[src/rtl/alu_arbiter.sv]
// Two-requester arbiter in front of one shared combinational ALU: grant, hold operands SETTLE cycles, capture, respond.
// Define ALU_ARB_ROUNDROBIN_EN for round-robin tie-breaking; otherwise requester 0 has fixed priority.
module alu_arbiter #(
    parameter int WIDTH  = 32,
    parameter int SETTLE = 2
) (
    input  logic             clk,
    input  logic             reset,
    input  logic             req0_valid,
    input  logic             req1_valid,
    output logic             req0_ready,
    output logic             req1_ready,
    input  logic [WIDTH-1:0] req0_a,
    input  logic [WIDTH-1:0] req0_b,
    input  logic [WIDTH-1:0] req1_a,
    input  logic [WIDTH-1:0] req1_b,
    input  logic [2:0]       req0_cmd,
    input  logic [2:0]       req1_cmd,
    output logic             rsp0_valid,
    output logic             rsp1_valid,
    input  logic             rsp0_ready,
    input  logic             rsp1_ready,
    output logic [WIDTH-1:0] rsp_result,
    output logic [2:0]       rsp_flags,
    output logic [WIDTH-1:0] alu_a,
    output logic [WIDTH-1:0] alu_b,
    output logic [2:0]       alu_cmd,
    input  logic [WIDTH-1:0] alu_result,
    input  logic             alu_carryout,
    input  logic             alu_zero,
    input  logic             alu_overflow,
    output logic [1:0]       dbg_state_o
);
    localparam int CW = (SETTLE > 1) ? $clog2(SETTLE) : 1;

    typedef enum logic [1:0] {
        S_IDLE = 2'd0,
        S_WAIT = 2'd1,
        S_RESP = 2'd2
    } state_e;

    state_e           state_q, state_d;
    logic             grant_q, grant_d;
    logic [CW-1:0]    cnt_q, cnt_d;
    logic [WIDTH-1:0] a_q, a_d, b_q, b_d, res_q, res_d;
    logic [2:0]       cmd_q, cmd_d, flags_q, flags_d;
    logic             win1;
`ifdef ALU_ARB_ROUNDROBIN_EN
    logic             last_q, last_d;
`endif

    // Handshakes: a transfer happens on a rising edge where valid and ready are both high;
    // ready is combinational from valid, a requester holds valid and payload until it sees ready.
`ifdef ALU_ARB_ROUNDROBIN_EN
    assign win1 = req1_valid && (!req0_valid || !last_q);
`else
    assign win1 = req1_valid && !req0_valid;
`endif

    always_comb begin
        state_d    = state_q;
        grant_d    = grant_q;
        cnt_d      = cnt_q;
        a_d        = a_q;
        b_d        = b_q;
        cmd_d      = cmd_q;
        res_d      = res_q;
        flags_d    = flags_q;
        req0_ready = 1'b0;
        req1_ready = 1'b0;
        rsp0_valid = 1'b0;
        rsp1_valid = 1'b0;
`ifdef ALU_ARB_ROUNDROBIN_EN
        last_d     = last_q;
`endif
        case (state_q)
            S_IDLE: begin
                req0_ready = req0_valid && !win1;
                req1_ready = win1;
                if (req0_valid || req1_valid) begin
                    grant_d = win1;
                    a_d     = win1 ? req1_a   : req0_a;
                    b_d     = win1 ? req1_b   : req0_b;
                    cmd_d   = win1 ? req1_cmd : req0_cmd;
                    cnt_d   = CW'(SETTLE - 1);
                    state_d = S_WAIT;
                end
            end
            S_WAIT: begin
                if (cnt_q == '0) begin
                    res_d   = alu_result;
                    flags_d = {alu_carryout, alu_zero, alu_overflow};
                    state_d = S_RESP;
                end else begin
                    cnt_d = cnt_q - 1'b1;
                end
            end
            S_RESP: begin
                rsp0_valid = !grant_q;
                rsp1_valid = grant_q;
                // Only the granted port's ready is looked at.
                if (grant_q ? rsp1_ready : rsp0_ready) begin
                    state_d = S_IDLE;
`ifdef ALU_ARB_ROUNDROBIN_EN
                    last_d  = grant_q;
`endif
                end
            end
            default: state_d = S_IDLE;
        endcase
    end

    always_ff @(posedge clk or posedge reset) begin
        if (reset) begin
            state_q <= S_IDLE;
            grant_q <= 1'b0;
            cnt_q   <= '0;
            a_q     <= '0;
            b_q     <= '0;
            cmd_q   <= '0;
            res_q   <= '0;
            flags_q <= '0;
`ifdef ALU_ARB_ROUNDROBIN_EN
            last_q  <= 1'b1;
`endif
        end else begin
            state_q <= state_d;
            grant_q <= grant_d;
            cnt_q   <= cnt_d;
            a_q     <= a_d;
            b_q     <= b_d;
            cmd_q   <= cmd_d;
            res_q   <= res_d;
            flags_q <= flags_d;
`ifdef ALU_ARB_ROUNDROBIN_EN
            last_q  <= last_d;
`endif
        end
    end

    assign alu_a       = a_q;
    assign alu_b       = b_q;
    assign alu_cmd     = cmd_q;
    assign rsp_result  = res_q;
    assign rsp_flags   = flags_q;
    assign dbg_state_o = state_q;

endmodule

[config.mk]
export PLATFORM = sky130hd
export DESIGN_NAME = alu_arbiter
export DESIGN_NICKNAME = d
export VERILOG_FILES = /design/src/rtl/alu_arbiter.sv
export SDC_FILE = /design/constraint.sdc
export NUM_CORES = 1
export LEC_CHECK = 0
export BUFFER_PORTS_ARGS = -buffer_cell sky130_fd_sc_hd__clkbuf_2
export CAP_MARGIN = 20
export CORE_ASPECT_RATIO = 1.25
export CORE_MARGIN = 2
export CORE_UTILIZATION = 40
export DETAILED_ROUTE_END_ITERATION = 6
export GPL_TIMING_DRIVEN = 1
export PLACE_DENSITY = 0.74
export SYNTH_ARGS = -nofsm -noshare
export SYNTH_HDL_FRONTEND = slang
export SYNTH_SLANG_ARGS = --single-unit
[constraint.sdc]
create_clock -name clk -period 6.4 [get_ports clk]
set_input_delay 1.92 -clock clk [delete_from_list [all_inputs] [get_ports clk]]
set_output_delay 1.92 -clock clk [all_outputs]
set_load 0.005 [all_outputs]
# --- Word-level counts from Yosys, hierarchy flattened ---
# Index checks and enable logic that the tools add are counted.
# Widths: inputs -> output; s select.
totals:
  wordCells: 42
  out_inout_bits: 108
  regBits: 106
  in_bits: 175
classes:
  n_addsub: 1
  n_reduce_logical: 12
  eq_ne: 5
  bitwise_logic: 1
  n_mux: 15
op_table:
  columns: ["operator", "count"]
  rows:
  - ["$mux 32", 2]
  - ["$mux 1", 7]
  - ["$mux 2", 3]
  - ["$ne 2x2->1 const B", 3]
  - ["$pmux 2 s3", 1]
  - ["$reduce_and 2->1", 3]
  - ["$logic_not 1->1", 3]
  - ["$mux 3", 1]
  - ["$reduce_and 3->1", 1]
  - ["$eq 2x1->1 const B", 1]
  - ["$eq 2x2->1 const B", 1]
  - ["$logic_and 1x1->1", 2]
  - ["$logic_not 2->1", 1]
  - ["$pmux 1 s2", 1]
  - ["$reduce_bool 2->1", 1]
  - ["$logic_or 1x1->1", 1]
  - ["$not 1->1", 1]
  - ["$sub 1x1->1 const B", 1]

# --- Longest topological paths before layout ---
depth:
  ltp_word: 5
  ltp_mapped: 6
  depth_no_buf: 3

# --- Worst setup path after synthesis ---
# No wires, ideal clock.
synth_path:
  path_kind: "input -> output"
  start: "in req0_valid"
  end: "out req1_ready"
  stages: 5
  path_slack_ns: 1.869
  path_buffers: 3
  arrival_ns: 2.611
  t_required_ns: 4.480
  path_cell_list: "nand2b_1 clkbuf_2 buf_6 buf_6 nor3_1"
synth_via:
  elab_chain_len: 3
synth_rtl:
  columns: ["element", "line_no", "text"]
  rows:
  - ["start, declared", "9", "input logic req0_valid,"]
  - ["$logic_not 1->1", "57", "assign win1 = req1_valid && !req0_valid;"]
  - ["$logic_and 1x1->1", "57", null]
  - ["$mux 1", "76", "case (state_q)"]
  - ["end, declared", "12", "output logic req1_ready,"]
# Every way passes these cells.

# --- Worst setup path after layout ---
# Ends and elaborated chain as after synthesis.

==> flow_summary_export.csv <==
group,metric,value,unit
clock_tree,quantity_of_hold_fixing_buffers_added_after_cts,0,
floorplanning,die_h,128,um
route,wl_per_cell,14.6,um
final_layout,area.growth.synth_to_final,37.3,%
final_layout,post_route_cells_drive_above_1_share,79.6,%
worst_setup_path,critical_path.cell_chain,"clkbuf_2 -> nand2b_4 -> nor3_1 -> clkbuf_2",
sta,layout_setup_ws,1.99,ns
global_routing,wire_length_of_the_first_global_routing_pass,16600,um
worst_setup_path,crit_required,4.48,ns
worst_setup_path,path_depth,4,
sta,final_period_minus_worst_setup_slack,4.41,ns
global_routing,grt_max_degree,70,
clock_tree,clock_latency,0.33,ns
logic_synthesis,syn_inst,312,
clock_tree,cts_setup_buffers,0,
worst_setup_path,critical-path-top-delay-family,"simple AND/OR/NAND/NOR gates",
sta,tightestPinTransition,1.06,ns
worst_setup_path,path_buf_inv,2,
run,max_cap_violations,0,
route,antenna_viol_nets_final,0,
worst_setup_path,worst-endpoint-arrival,2.49,ns
floorplanning,dieWidth,103,um
min_path,holdCritPathClass,"reg -> reg",
worst_setup_path,crit_path_start_kind,"primary input",
global_routing,antenna_found_initial,0,
worst_setup_path,r2r_cells,3,
worst_setup_path,timing.critical_path.slowest_cell_delay,0.17,ns
floorplanning,design.core.area,12100,um2
route,routed-via-count,3559,
sta,slew_hr,29.6,%
clock_tree,tritoncts,"yes",
run_status,run_status,"finished, final reports clean",
final_layout,layout_commonest_cell,"clkbuf_2",
sta,final_report_setup_violation_count,0,
worst_setup_path,critical_path.endpoint_type,"output pin",
route,drt-total-wl,11000,um
sta,hold_violations,0,
clock_tree,clock_tree.buffer_depth,2,
sta,fmax,0.227,GHz
final_layout,finalNonFillerCells,757,
final_layout,seq_area,2650,um2
place,numPlacedInstances,742,
pwr,fin_total_pwr,2.99,mW
global_routing,first_global_vias,3689,
logic_synthesis,synth_sequential_area_ratio,53.7,%
worst_setup_path,classification_of_the_worst_setup_path,"in -> out",
global_routing,grt-ovfl-total,0,
worst_setup_path,critical_path.most_common_cell,"clkbuf_2",
floorplanning,dieArea,13300,um2
pwr,peakVddDrop,0.408,mV
floorplanning,io-pin-count,283,
clock_tree,postCtsResizedCells,0,
logic_synthesis,synthesis.area_per_instance,15.8,um2
clock_tree,clock_tree.root_cell,"clkbuf_16",
logic_synthesis,ys_warn_count,0,
logic_synthesis,synth_nets,487,
final_layout,fill_cells,1022,
sta,final.setup.tns,0,ns
pwr,power.static_leakage,3.47,nW
logic_synthesis,synthesis.area,4940,um2
route,dr.first_iter.drc_count,88,
worst_setup_path,critical_path.max_fanout,3,
worst_setup_path,slowest_cp_cell,"clkbuf_2",
logic_synthesis,yosys.cell_types.count,22,
sta,clock_skew,0.00741,ns
place,dp_hpwl,8540,um
clock_tree,cts_made_buffers,9,
place,routabilityCongestion,0.736,
final_layout,final_cell_mix,"clkbuf_2 (282), mux2_2 (131), dfrtp_1 (106)",
clock_tree,cts_htree_levels,3,
sta,final.period_utilization,68.9,%
floorplanning,placement_rows,45,
final_layout,nNetsFinal,764,
min_path,worst_hold_path.num_cells,1,
sta,rsz0062_at_grt,"false",
place,port_buffers,282,
logic_synthesis,yosys_register_bits,106,
final_layout,antenna_cells,0,
place,place_ws,1.98,ns
clock_tree,cts.reportedPaths.clkPinSlew,0.06,ns
pwr,power_density,441,nW/um2
floorplanning,initial_utilization,40.8,%
route,via_per_inst,4.70,
clock_tree,cts_sinks,106,
route,drt_drc_violations_left,0,
sta,slew_violations,0,
global_routing,globalRouteTotalUtil,16.1,%
route,detail_route.first_pass.iterations,4,
final_layout,multi_input_area,2160,um2
worst paths after layout:
check	start	end	slack, ns
hold / removal	alu_b[27]	alu_b[27]	0.51
setup reg to reg	dbg_state_o[0]	alu_a[5]	4.26
hold reg to reg	alu_b[27]	alu_b[27]	0.51
min in group asynchronous	reset	alu_a[2]	1.64
max in group asynchronous	reset	dbg_state_o[0]	3.61
setup / recovery	req0_valid	req1_ready	1.99
metrics by stage:
stage | instance area [um2] | hold WS [ns] | utilization (%)
4_1_cts | 6780 | 0.510 | 56.0
6_report | 6780 | 0.507 | 56.0
3_3_place_gp | 6460 | 0.489 | 53.4
5_1_grt | 6780 | 0.523 | 56.0
3_5_place_dp | 6460 | 0.495 | 53.4
2_1_floorplan | 4940 | 0.505 | -
synth_stat cells:
cell / number / area [um2]
dfrtp_1: 106 / 2650
buf_2: 9 / 45.0
nor2_1: 2 / 7.51
nand2_1: 1 / 3.75
o21bai_1: 1 / 7.51
nand2b_1: 2 / 12.5
buf_4: 5 / 37.5
o21a_1: 1 / 7.51
and3b_1: 1 / 8.76
inv_1: 2 / 7.51
clkbuf_2: 1 / 5.00
a21o_1: 1 / 7.51
mux2_4: 38 / 571
nor3b_1: 1 / 7.51
mux2_2: 131 / 1480
o22ai_1: 1 / 6.26
buf_6: 4 / 45.0
nor3_1: 1 / 5.00
a21oi_1: 1 / 5.00
nor2_2: 1 / 6.26
mux2i_1: 1 / 10.0
and2_1: 1 / 6.26
registers in the layout, summed over array words and instances (netlist names):
| register | cells |
|---|---|
| alu_b | 32 |
| alu_cmd | 3 |
| grant_q | 1 |
| alu_a | 32 |
| dbg_state_o | 2 |
| cnt_q | 1 |
| rsp_flags | 3 |
| rsp_result | 32 |
layout make-up:
cell class                      count  area share (%)
Multi-Input combinational cell    185            31.9
Timing Repair Buffer              285            21.1
Inverter                            2           0.148
Tap cell                          164            3.03
Sequential cell                   106            39.1
Clock buffer                       11            3.58
Clock inverter                      4            1.13
cell families (layout without fill, tap and decap cells):
family	Yosys count	count (layout)	share of synthesized area, %
simple gates	10	10	1.17
mux	170	170	41.6
buf+inv	21	302	2.84
flops	106	106	53.7
compound gates	5	5	0.684
routing by layer:
metal	track usage, %	part of all wire [%]	routed length, um
met5	0	0	0
met4	6.27	2.2	238
met3	4.80	8.3	910
met2	28.8	53	5830
met1	17.4	37	4040
where the power goes:
part	switching [mW]	internal, mW	total (mW)
sequential	0.190	1.02	1.21
combinational	0.466	0.734	1.20
clock	0.231	0.352	0.583
total	0.886	2.10	2.99
Power figures use the tool's default switching activity.
